File: config.mk
export PLATFORM = sky130hd
export DESIGN_NAME = unidad_carga_almacen
export DESIGN_NICKNAME = d
export VERILOG_FILES = /design/src/rtl/unidad_carga_almacen.sv
export SDC_FILE = /design/constraint.sdc
export NUM_CORES = 1
export LEC_CHECK = 0
export CORE_UTILIZATION = 30
export CTS_CLUSTER_SIZE = 10
export DETAILED_ROUTE_END_ITERATION = 8
export SETUP_SLACK_MARGIN = 0.3
export SLEW_MARGIN = 10
export SYNTH_ARGS = -nofsm -noshare
export SYNTH_HDL_FRONTEND = slang
export SYNTH_SLANG_ARGS = --single-unit
File: constraint.sdc
create_clock -name clk -period 4.1 [get_ports clk]
set_input_delay 0.82 -clock clk [delete_from_list [all_inputs] [get_ports clk]]
set_output_delay 0.82 -clock clk [all_outputs]
set_load 0.05 [all_outputs]
File: src/rtl/unidad_carga_almacen.sv
// Load/store unit: byte/halfword/word requests to a word-wide data memory, with RMW sub-word stores.
// Optional access counters (NumCargas/NumAlmac) are enabled with `define CONTADORES_ACCESO_EN.
module unidad_carga_almacen #(
   parameter int ANCHO_DIREC = 8,
   parameter int ANCHO_DATO  = 32
) (
   input  logic                     clk,
   input  logic                     rst_n,
   input  logic                     Inicio,
   input  logic                     Escr,
   input  logic [1:0]               Tam,
   input  logic                     SinSigno,
   input  logic [ANCHO_DIREC+1:0]   DirecByte,
   input  logic [ANCHO_DATO-1:0]    DatoEscr,
   output logic                     Ocupado,
   output logic                     Listo,
   output logic                     ErrAlin,
   output logic [ANCHO_DATO-1:0]    DatoLeido,
   output logic                     EscrMem,
   output logic                     LeerMem,
   output logic [ANCHO_DIREC-1:0]   Direc,
   output logic [ANCHO_DATO-1:0]    Datain,
   input  logic [ANCHO_DATO-1:0]    Dataout,
`ifdef CONTADORES_ACCESO_EN
   output logic [15:0]              NumCargas,
   output logic [15:0]              NumAlmac,
`endif
   output logic [1:0]               estado_dbg_o
);

   // Handshake: a request is taken when Inicio=1 in REPOSO (Ocupado=0); it is complete in
   // the single cycle where Listo=1, and ErrAlin=1 in that same cycle marks a rejected request.

   typedef enum logic [1:0] {
      REPOSO = 2'd0,
      LEER   = 2'd1,
      ESCR   = 2'd2,
      FIN    = 2'd3
   } estado_t;

   estado_t                  estado_q, estado_d;
   logic                     err_q;
   logic                     escr_q;
   logic [1:0]               tam_q;
   logic                     sinsigno_q;
   logic [1:0]               byte_q;
   logic [ANCHO_DIREC-1:0]   dir_q;
   logic [ANCHO_DATO-1:0]    dato_q;
   logic [ANCHO_DATO-1:0]    palabra_q;
   logic [ANCHO_DATO-1:0]    leido_q, leido_d;

   logic                     desalin;
   logic                     acepta;
   logic [7:0]               lane_b;
   logic [15:0]              lane_h;
   logic [ANCHO_DATO-1:0]    extendido;
   logic [ANCHO_DATO-1:0]    fusion;

   always_comb begin
      desalin = 1'b0;
      case (Tam)
         2'b00:   desalin = 1'b0;
         2'b01:   desalin = DirecByte[0];
         2'b10:   desalin = (DirecByte[1:0] != 2'b00);
         default: desalin = 1'b1;
      endcase
   end

   assign acepta = (estado_q == REPOSO) && Inicio && !desalin;

   always_comb begin
      estado_d = estado_q;
      case (estado_q)
         REPOSO: begin
            if (acepta) begin
               estado_d = (Escr && (Tam == 2'b10)) ? ESCR : LEER;
            end
         end
         LEER:    estado_d = escr_q ? ESCR : FIN;
         ESCR:    estado_d = FIN;
         FIN:     estado_d = REPOSO;
         default: estado_d = REPOSO;
      endcase
   end

   always_ff @(posedge clk or negedge rst_n) begin
      if (!rst_n) begin
         estado_q <= REPOSO;
         err_q    <= 1'b0;
      end else begin
         estado_q <= estado_d;
         err_q    <= (estado_q == REPOSO) && Inicio && desalin;
      end
   end

   always_ff @(posedge clk or negedge rst_n) begin
      if (!rst_n) begin
         escr_q     <= 1'b0;
         tam_q      <= 2'b00;
         sinsigno_q <= 1'b0;
         byte_q     <= 2'b00;
         dir_q      <= '0;
         dato_q     <= '0;
      end else if (acepta) begin
         escr_q     <= Escr;
         tam_q      <= Tam;
         sinsigno_q <= SinSigno;
         byte_q     <= DirecByte[1:0];
         dir_q      <= DirecByte[ANCHO_DIREC+1:2];
         dato_q     <= DatoEscr;
      end
   end

   // Little-endian lane extraction straight from the combinational memory read.
   always_comb begin
      lane_b = Dataout[{byte_q, 3'b000} +: 8];
      lane_h = Dataout[{byte_q[1], 4'b0000} +: 16];
      case (tam_q)
         2'b00:   extendido = {{24{lane_b[7] & ~sinsigno_q}}, lane_b};
         2'b01:   extendido = {{16{lane_h[15] & ~sinsigno_q}}, lane_h};
         default: extendido = Dataout;
      endcase
   end

   always_comb begin
      leido_d = leido_q;
      if ((estado_q == LEER) && !escr_q) begin
         leido_d = extendido;
      end
   end

   always_ff @(posedge clk or negedge rst_n) begin
      if (!rst_n) begin
         palabra_q <= '0;
         leido_q   <= '0;
      end else begin
         if (estado_q == LEER) begin
            palabra_q <= Dataout;
         end
         leido_q <= leido_d;
      end
   end

   // Sub-word stores splice the new lane(s) into the word captured in LEER.
   always_comb begin
      fusion = palabra_q;
      case (tam_q)
         2'b00:   fusion[{byte_q, 3'b000} +: 8]     = dato_q[7:0];
         2'b01:   fusion[{byte_q[1], 4'b0000} +: 16] = dato_q[15:0];
         default: fusion = dato_q;
      endcase
   end

   assign Ocupado      = (estado_q != REPOSO);
   assign Listo        = (estado_q == FIN) || err_q;
   assign ErrAlin      = err_q;
   assign LeerMem      = (estado_q == LEER);
   assign EscrMem      = (estado_q == ESCR);
   assign Direc        = dir_q;
   assign Datain       = (estado_q == ESCR) ? fusion : '0;
   assign DatoLeido    = leido_q;
   assign estado_dbg_o = estado_q;

`ifdef CONTADORES_ACCESO_EN
   logic [15:0] num_cargas_q, num_almac_q;

   always_ff @(posedge clk or negedge rst_n) begin
      if (!rst_n) begin
         num_cargas_q <= 16'h0000;
         num_almac_q  <= 16'h0000;
      end else if (estado_q == FIN) begin
         if (escr_q) begin
            if (num_almac_q != 16'hFFFF) num_almac_q <= num_almac_q + 16'd1;
         end else begin
            if (num_cargas_q != 16'hFFFF) num_cargas_q <= num_cargas_q + 16'd1;
         end
      end
   end

   assign NumCargas = num_cargas_q;
   assign NumAlmac  = num_almac_q;
`endif

endmodule

==> results of run 1 <==
==> stage by stage <==
stage          setup WS, ps  instance area (um^2)  instances
2_1_floorplan         214.0                  6648        632
6_report              481.9                  9356       1051
5_1_grt               332.5                  9356       1051
3_3_place_gp          996.4                  8710       1019
4_1_cts               505.2                  9356       1051
3_5_place_dp          967.3                  8710       1019
==> per-layer routing <==
| layer | global-route usage [%] | vias up | wire length (um) |
|---|---|---|---|
| met3 | 4.545 | 24 | 1353 |
| met4 | 5.859 | 0 | 331 |
| met2 | 31.57 | 200 | 10110 |
| met5 | 0 | - | 0 |
| met1 | 26.84 | 2825 | 9737 |
| li1 | - | 2609 | - |
==> logic make-up (layout without fill, tap and decap cells) <==
kind of cell | after synthesis | count (layout)
compound gates | 178 | 178
simple gates | 159 | 159
flops | 113 | 113
mux | 98 | 98
buf+inv | 74 | 218
fa+ha+maj | 10 | 10
==> worst max path at each step <==
stage / from / end / slack, ps / cells past startpoint
detailed placement: byte_q[1]$_DFFE_PN0P_ / Datain[24] / 970 / 6
floorplan: byte_q[1]$_DFFE_PN0P_ / Datain[5] / 210 / 8
global route: byte_q[1]$_DFFE_PN0P_ / Datain[28] / 330 / 6
global placement: byte_q[1]$_DFFE_PN0P_ / Datain[24] / 1000 / 6
CTS: byte_q[1]$_DFFE_PN0P_ / Datain[24] / 510 / 6
finish: byte_q[1]$_DFFE_PN0P_ / Datain[8] / 480 / 6
==> cell type report <==
type	instances	area, um^2
tap	275	344.1
clock inverter	12	180.2
clock buffer	20	466.7
sequential	113	2829
fill	2005	11930
multi-input combinational	445	3468
timing repair buffer	171	2012
inverter	15	56.30
==> power breakdown <==
part	switching (mW)	leakage, nW	internal, mW	total [mW]
registers	0.601	1.34	1.69	2.29
logic	3.17	2.08	2.18	5.36
clock network	0.548	0.301	1.07	1.61
total	4.32	3.72	4.94	9.27
==> registers in the layout (all words and copies together) (netlist names) <==
signal,count
Direc,8
dato_q,32
escr_q,1
ErrAlin,1
tam_q,2
sinsigno_q,1
estado_dbg_o,2
byte_q,2
DatoLeido,32
palabra_q,32
==> cell usage after synthesis (9+ instances only) <==
cell and count:
dfrtp_1 113, mux2_1 41, mux2_2 39, nand2_1 39, nor2b_1 38, o21ai_0 33, clkbuf_1 29, nor2_1 26
a21oi_1 25, o22ai_1 23, and2_1 17, mux2i_1 17, a221oi_1 16, buf_2 15, inv_1 14, a31oi_1 10
ha_1 10, o22ai_2 10, a41oi_1 9, o21bai_1 9
==> worst register-to-register path, cell delays in order, from the launching register on <==
cell       delay, ps
dfrtp_1          890
buf_4            480
or3_1            220
a2bb2oi_4        510
o22ai_1          200
==> impl_metrics.env, run 1 <==
export IMPL_core_um2=21290
export IMPL_cts_resized=0
export IMPL_diodes=0
export IMPL_ys_types=53
export IMPL_syn_num_nets=723
export IMPL_worstPathArrival_ps=2800
export IMPL_p_leak_nw=3.720
export IMPL_syn_mean_instance_area_um2=10.46
export IMPL_reg2regPathDepth=4
export IMPL_critPathKind="flip-flop to output port"
export IMPL_peakVddDrop_v=0.0005235
export IMPL_drive_gt1_share_pct=18.69
export IMPL_syn_inst=632
export IMPL_cts_setup_buffers=0
export IMPL_grt_max_degree=67
export IMPL_cp_start_kind="flip-flop"
export IMPL_via_per_inst=5.383
export IMPL_synth_area_um2=6610
export IMPL_die_x_um=150.4
export IMPL_cpMostUsedCell="buf_4"
export IMPL_worstMarginPinSlew_ps=846.8
export IMPL_synth_mux_area_share_pct=16.54
export IMPL_hp_class="primary input to asynchronous set/reset pin"
export IMPL_wl_per_cell_um=20.49
export IMPL_end_kind="output port"
export IMPL_cts_sinks=113
export IMPL_synth_top_cells_by_area="dfrtp_1 43%, mux2_1 7.0%, mux2_2 6.6%, nor2b_1 3.6%, mux2i_1 2.6%"
export IMPL_clock_skew_ps=9.994
export IMPL_cts_max_level=4
export IMPL_synth_seq_cells=113
export IMPL_hold_viol=0
export IMPL_power_total_mw=9.266
export IMPL_cpPeakStageDelay_ps=560
export IMPL_overflow=0
export IMPL_die_area_um2=22630
export IMPL_min_period_over_period_pct=88.25
export IMPL_cts_root_buf="clkbuf_16"
export IMPL_setup_viol=0
export IMPL_synth_xor_area_share_pct=0
export IMPL_synth_top_area_share_pct=42.78
export IMPL_async_flop_share_pct=100.0
export IMPL_grt_total_usage_pct=19.88
export IMPL_grt_pass1_wl_mm=33.41
export IMPL_yosys_area_share_simple_pct=13.27
export IMPL_synth_edff_count=0
export IMPL_chipHeight_um=150.4
export IMPL_max_cap_violations=0
export IMPL_area_growth_synth_to_final_pct=41.55
export IMPL_grt_pass1_vias=5649
export IMPL_cp_max_fo=42
export IMPL_setup_tns_ps=0
export IMPL_timing_fmax_mhz=276.4
export IMPL_synth_compound_area_share_pct=19.99
export IMPL_totalWireLength_mm=21.54
export IMPL_r2r_end="DatoLeido[17]$_DFFE_PN0P_"
export IMPL_antenna_found_initial=0
export IMPL_vias=5658
export IMPL_drt_iter0_drc=356
export IMPL_clkTransAtPathRegs_ps=50
export IMPL_numCtsBuffers=17
export IMPL_yosysTopAreaCell="dfrtp_1"
export IMPL_yosysWarningCount=0
export IMPL_clk_path_buf_depth=2
export IMPL_initial_core_util_pct=31.05
export IMPL_io_pins=160
export IMPL_worstPathCellList="buf_4, nor2b_1, buf_4, a221oi_1, o22ai_1, buf_12"
export IMPL_grt_setup_unrepaired="no"
export IMPL_synth_top_family_by_area="compound AO/OA/AOI/OAI gates"
export IMPL_whs_ps=430.3
export IMPL_fin_nets=854
export IMPL_tritoncts="done"
export IMPL_ctsHoldBuffers=0
export IMPL_rows=53
export IMPL_clk_latency_ps=420
export IMPL_cp_top_family="buffers and inverters"
export IMPL_synthAdderAreaFrac_pct=1.893
export IMPL_ys_seq_area_share_pct=42.78
export IMPL_rrSetupSlack_ps=1660
export IMPL_drv_slew=0
export IMPL_synth_ff_type="dfrtp_1"
export IMPL_cp_slowest_cell="nor2b_1"
export IMPL_place_gp_congestion=0.8410
export IMPL_fin_util_pct=43.95
export IMPL_reg2reg_from="tam_q[0]$_DFFE_PN0P_"
export IMPL_status="completed"
export IMPL_final_common_cell="clkdlybuf4s50_1"
export IMPL_worst_path_buf_inv=3
export IMPL_cp_required_ps=3280
export IMPL_place_hpwl_mm=15.25
export IMPL_final_cell_mix="126 x clkdlybuf4s50_1, 112 x dfrtp_1, 41 x mux2_1"
export IMPL_min_period_ps=3618
export IMPL_io_buffers=159
export IMPL_antenna_left=0
export IMPL_slew_headroom_pct=43.55
export IMPL_drc=0
export IMPL_power_density_nw_per_um2=990.3
export IMPL_drt_pass1_iterations=7
Power figures use the tool's default switching activity.
==> inputs of run 2 (changes only) <==
--- a/config.mk
+++ b/config.mk
@@ -6,9 +6,11 @@
 export NUM_CORES = 1
 export LEC_CHECK = 0
 export CORE_UTILIZATION = 30
+export CTS_CLUSTER_DIAMETER = 50
 export CTS_CLUSTER_SIZE = 10
 export DETAILED_ROUTE_END_ITERATION = 8
 export SETUP_SLACK_MARGIN = 0.3
+export SKIP_CTS_REPAIR_TIMING = 1
 export SLEW_MARGIN = 10
 export SYNTH_ARGS = -nofsm -noshare
 export SYNTH_HDL_FRONTEND = slang
==> results of run 2 <==
Final layout, timing and power as in run 1 (identical DEF).
==> inputs of run 3 (changes only) <==
--- a/config.mk
+++ b/config.mk
@@ -5,6 +5,7 @@
 export SDC_FILE = /design/constraint.sdc
 export NUM_CORES = 1
 export LEC_CHECK = 0
+export CORE_ASPECT_RATIO = 0.5
 export CORE_UTILIZATION = 30
 export CTS_CLUSTER_DIAMETER = 50
 export CTS_CLUSTER_SIZE = 10
==> run 3 against run 2 <==
Sequential power barely moved. Count of clock-buffer cells in the layout fell by 1. Register-to-register slack worse by 210 ps. Combinational power hardly changed. Sequential cell count did not move. Sequential share of layout area up 0.54 points. Worst setup slack improved by 61 ps. Clock power fell by 12%. Largest cell class unchanged. Critical path depth unchanged. Global-route usage fell by 0.34 points.
==> impl_metrics.env, run 3 (synthesis results as in run 1) <==
export IMPL_drv_slew=0
export IMPL_status="completed"
export IMPL_place_gp_congestion=0.8503
export IMPL_cts_max_level=4
export IMPL_whs_ps=492.1
export IMPL_fin_nets=855
export IMPL_cp_start_kind="flip-flop"
export IMPL_cp_required_ps=3280
export IMPL_clk_latency_ps=420
export IMPL_grt_pass1_vias=5836
export IMPL_clk_path_buf_depth=2
export IMPL_worstPathCellList="buf_4, ha_1, nor2b_1, a311o_1, a32o_1, buf_12"
export IMPL_overflow=0
export IMPL_clock_skew_ps=8.314
export IMPL_cts_sinks=113
export IMPL_r2r_end="DatoLeido[18]$_DFFE_PN0P_"
export IMPL_cp_slowest_cell="ha_1"
export IMPL_reg2regPathDepth=7
export IMPL_die_area_um2=22670
export IMPL_tritoncts="done"
export IMPL_timing_fmax_mhz=281.1
export IMPL_slew_headroom_pct=36.99
export IMPL_drive_gt1_share_pct=18.45
export IMPL_area_growth_synth_to_final_pct=39.05
export IMPL_fillers=1996
export IMPL_setup_tns_ps=0
export IMPL_cts_root_buf="clkbuf_16"
export IMPL_p_leak_nw=3.655
export IMPL_rows=37
export IMPL_end_kind="output port"
export IMPL_hold_viol=0
export IMPL_numCtsBuffers=17
export IMPL_max_cap_violations=0
export IMPL_chipHeight_um=107.0
export IMPL_power_density_nw_per_um2=980.6
export IMPL_grt_max_degree=72
export IMPL_hold_depth=1
export IMPL_min_period_over_period_pct=86.77
export IMPL_critPathCapture="Datain[26]"
export IMPL_worstMarginPinSlew_ps=945.1
export IMPL_die_x_um=211.9
export IMPL_rrSetupSlack_ps=1450
export IMPL_drc=0
export IMPL_peakVddDrop_v=0.0005071
export IMPL_diodes=0
export IMPL_reg2reg_from="estado_dbg_o[1]$_DFFE_PN0P_"
export IMPL_cp_max_fo=42
export IMPL_grt_setup_unrepaired="no"
export IMPL_antenna_found_initial=0
export IMPL_via_per_inst=5.366
export IMPL_drt_pass1_iterations=5
export IMPL_grt_total_usage_pct=19.54
export IMPL_startpoint="byte_q[1]$_DFFE_PN0P_"
export IMPL_worstPathArrival_ps=2740
export IMPL_totalWireLength_mm=21.51
export IMPL_wl_per_cell_um=20.15
export IMPL_final_cell_mix="126 x clkdlybuf4s50_1, 112 x dfrtp_1, 41 x mux2_1"
export IMPL_drt_iter0_drc=447
export IMPL_setup_viol=0
export IMPL_cpPeakStageDelay_ps=590
export IMPL_hp_class="flip-flop to flip-flop"
export IMPL_final_common_cell="clkdlybuf4s50_1"
export IMPL_io_buffers=159
export IMPL_vias=5726
export IMPL_critPathKind="flip-flop to output port"
export IMPL_antenna_left=0
export IMPL_grt_pass1_wl_mm=33.41
export IMPL_io_pins=160
export IMPL_initial_core_util_pct=31.38
export IMPL_min_period_ps=3558
export IMPL_clkTransAtPathRegs_ps=50
export IMPL_core_um2=21060
export IMPL_place_hpwl_mm=15.49
## run 3: changes by cell type in the layout (fill, tap and decap cells not counted)
cell       change
clkinv_2       +3
buf_12         -8
clkbuf_1       +2
inv_6          -1
clkinv_4       -1
ha_1           -1
ha_2           +1
buf_4          +9
clkbuf_8       -3
bufinv_16      -2
## run 3: final cells by class
class	instances	area, um^2	share of cell area [%]
tap	292	365.4	3.975
clock buffer	19	432.9	4.710
timing repair buffer	172	1919	20.88
sequential	113	2829	30.78
clock inverter	11	117.6	1.280
multi-input combinational	445	3471	37.76
inverter	15	56.30	0.6126
## run 3: power by group
part | switching [mW] | internal (mW)
clock | 0.530 | 0.879
combinational | 3.22 | 2.12
sequential | 0.573 | 1.69
total | 4.32 | 4.69
## run 3: worst max-delay path: cells and delay by family, from the launching register on
kind                       cells  cell delay [ps]
and+or+nand+nor                1              100
AOI/OAI and AO/OA              2              610
DFF                            1              340
buffers and inverters          2              660
adders and majority gates      1              590
## run 3: worst min path at each step
stage                                start  slack [ps]                endpoint
global route          Direc[2]$_DFFE_PN0P_         510    Direc[2]$_DFFE_PN0P_
floorplan           dato_q[24]$_DFFE_PN0P_         460  dato_q[24]$_DFFE_PN0P_
detailed placement    Direc[5]$_DFFE_PN0P_         480    Direc[5]$_DFFE_PN0P_
finish                Direc[2]$_DFFE_PN0P_         490    Direc[2]$_DFFE_PN0P_
CTS                   Direc[4]$_DFFE_PN0P_         500    Direc[4]$_DFFE_PN0P_
global placement      Direc[5]$_DFFE_PN0P_         480    Direc[5]$_DFFE_PN0P_
## run 3: per-layer routing
layer | track usage [%] | vias up | wire (um)
met1 | 26.37 | 2903 | 9753
met4 | 8.126 | 0 | 493
met3 | 4.071 | 37 | 1172
met2 | 30.40 | 171 | 10090
met5 | 0 | - | 0
li1 | - | 2615 | -
## run 3: metrics by stage
step | power (mW) | util, % | worst slack, ps | area (um^2) | cells
finish | 9.013 | 43.64 | 542.5 | 9191 | 1067
CTS | 9.022 | 43.62 | 384.5 | 9189 | 1067
floorplan | 5.826 | - | 214.0 | 6648 | 632
global placement | 7.482 | 41.01 | 933.5 | 8638 | 1037
global route | 9.512 | 43.64 | 351.7 | 9191 | 1067
detailed placement | 7.570 | 41.01 | 837.5 | 8638 | 1037
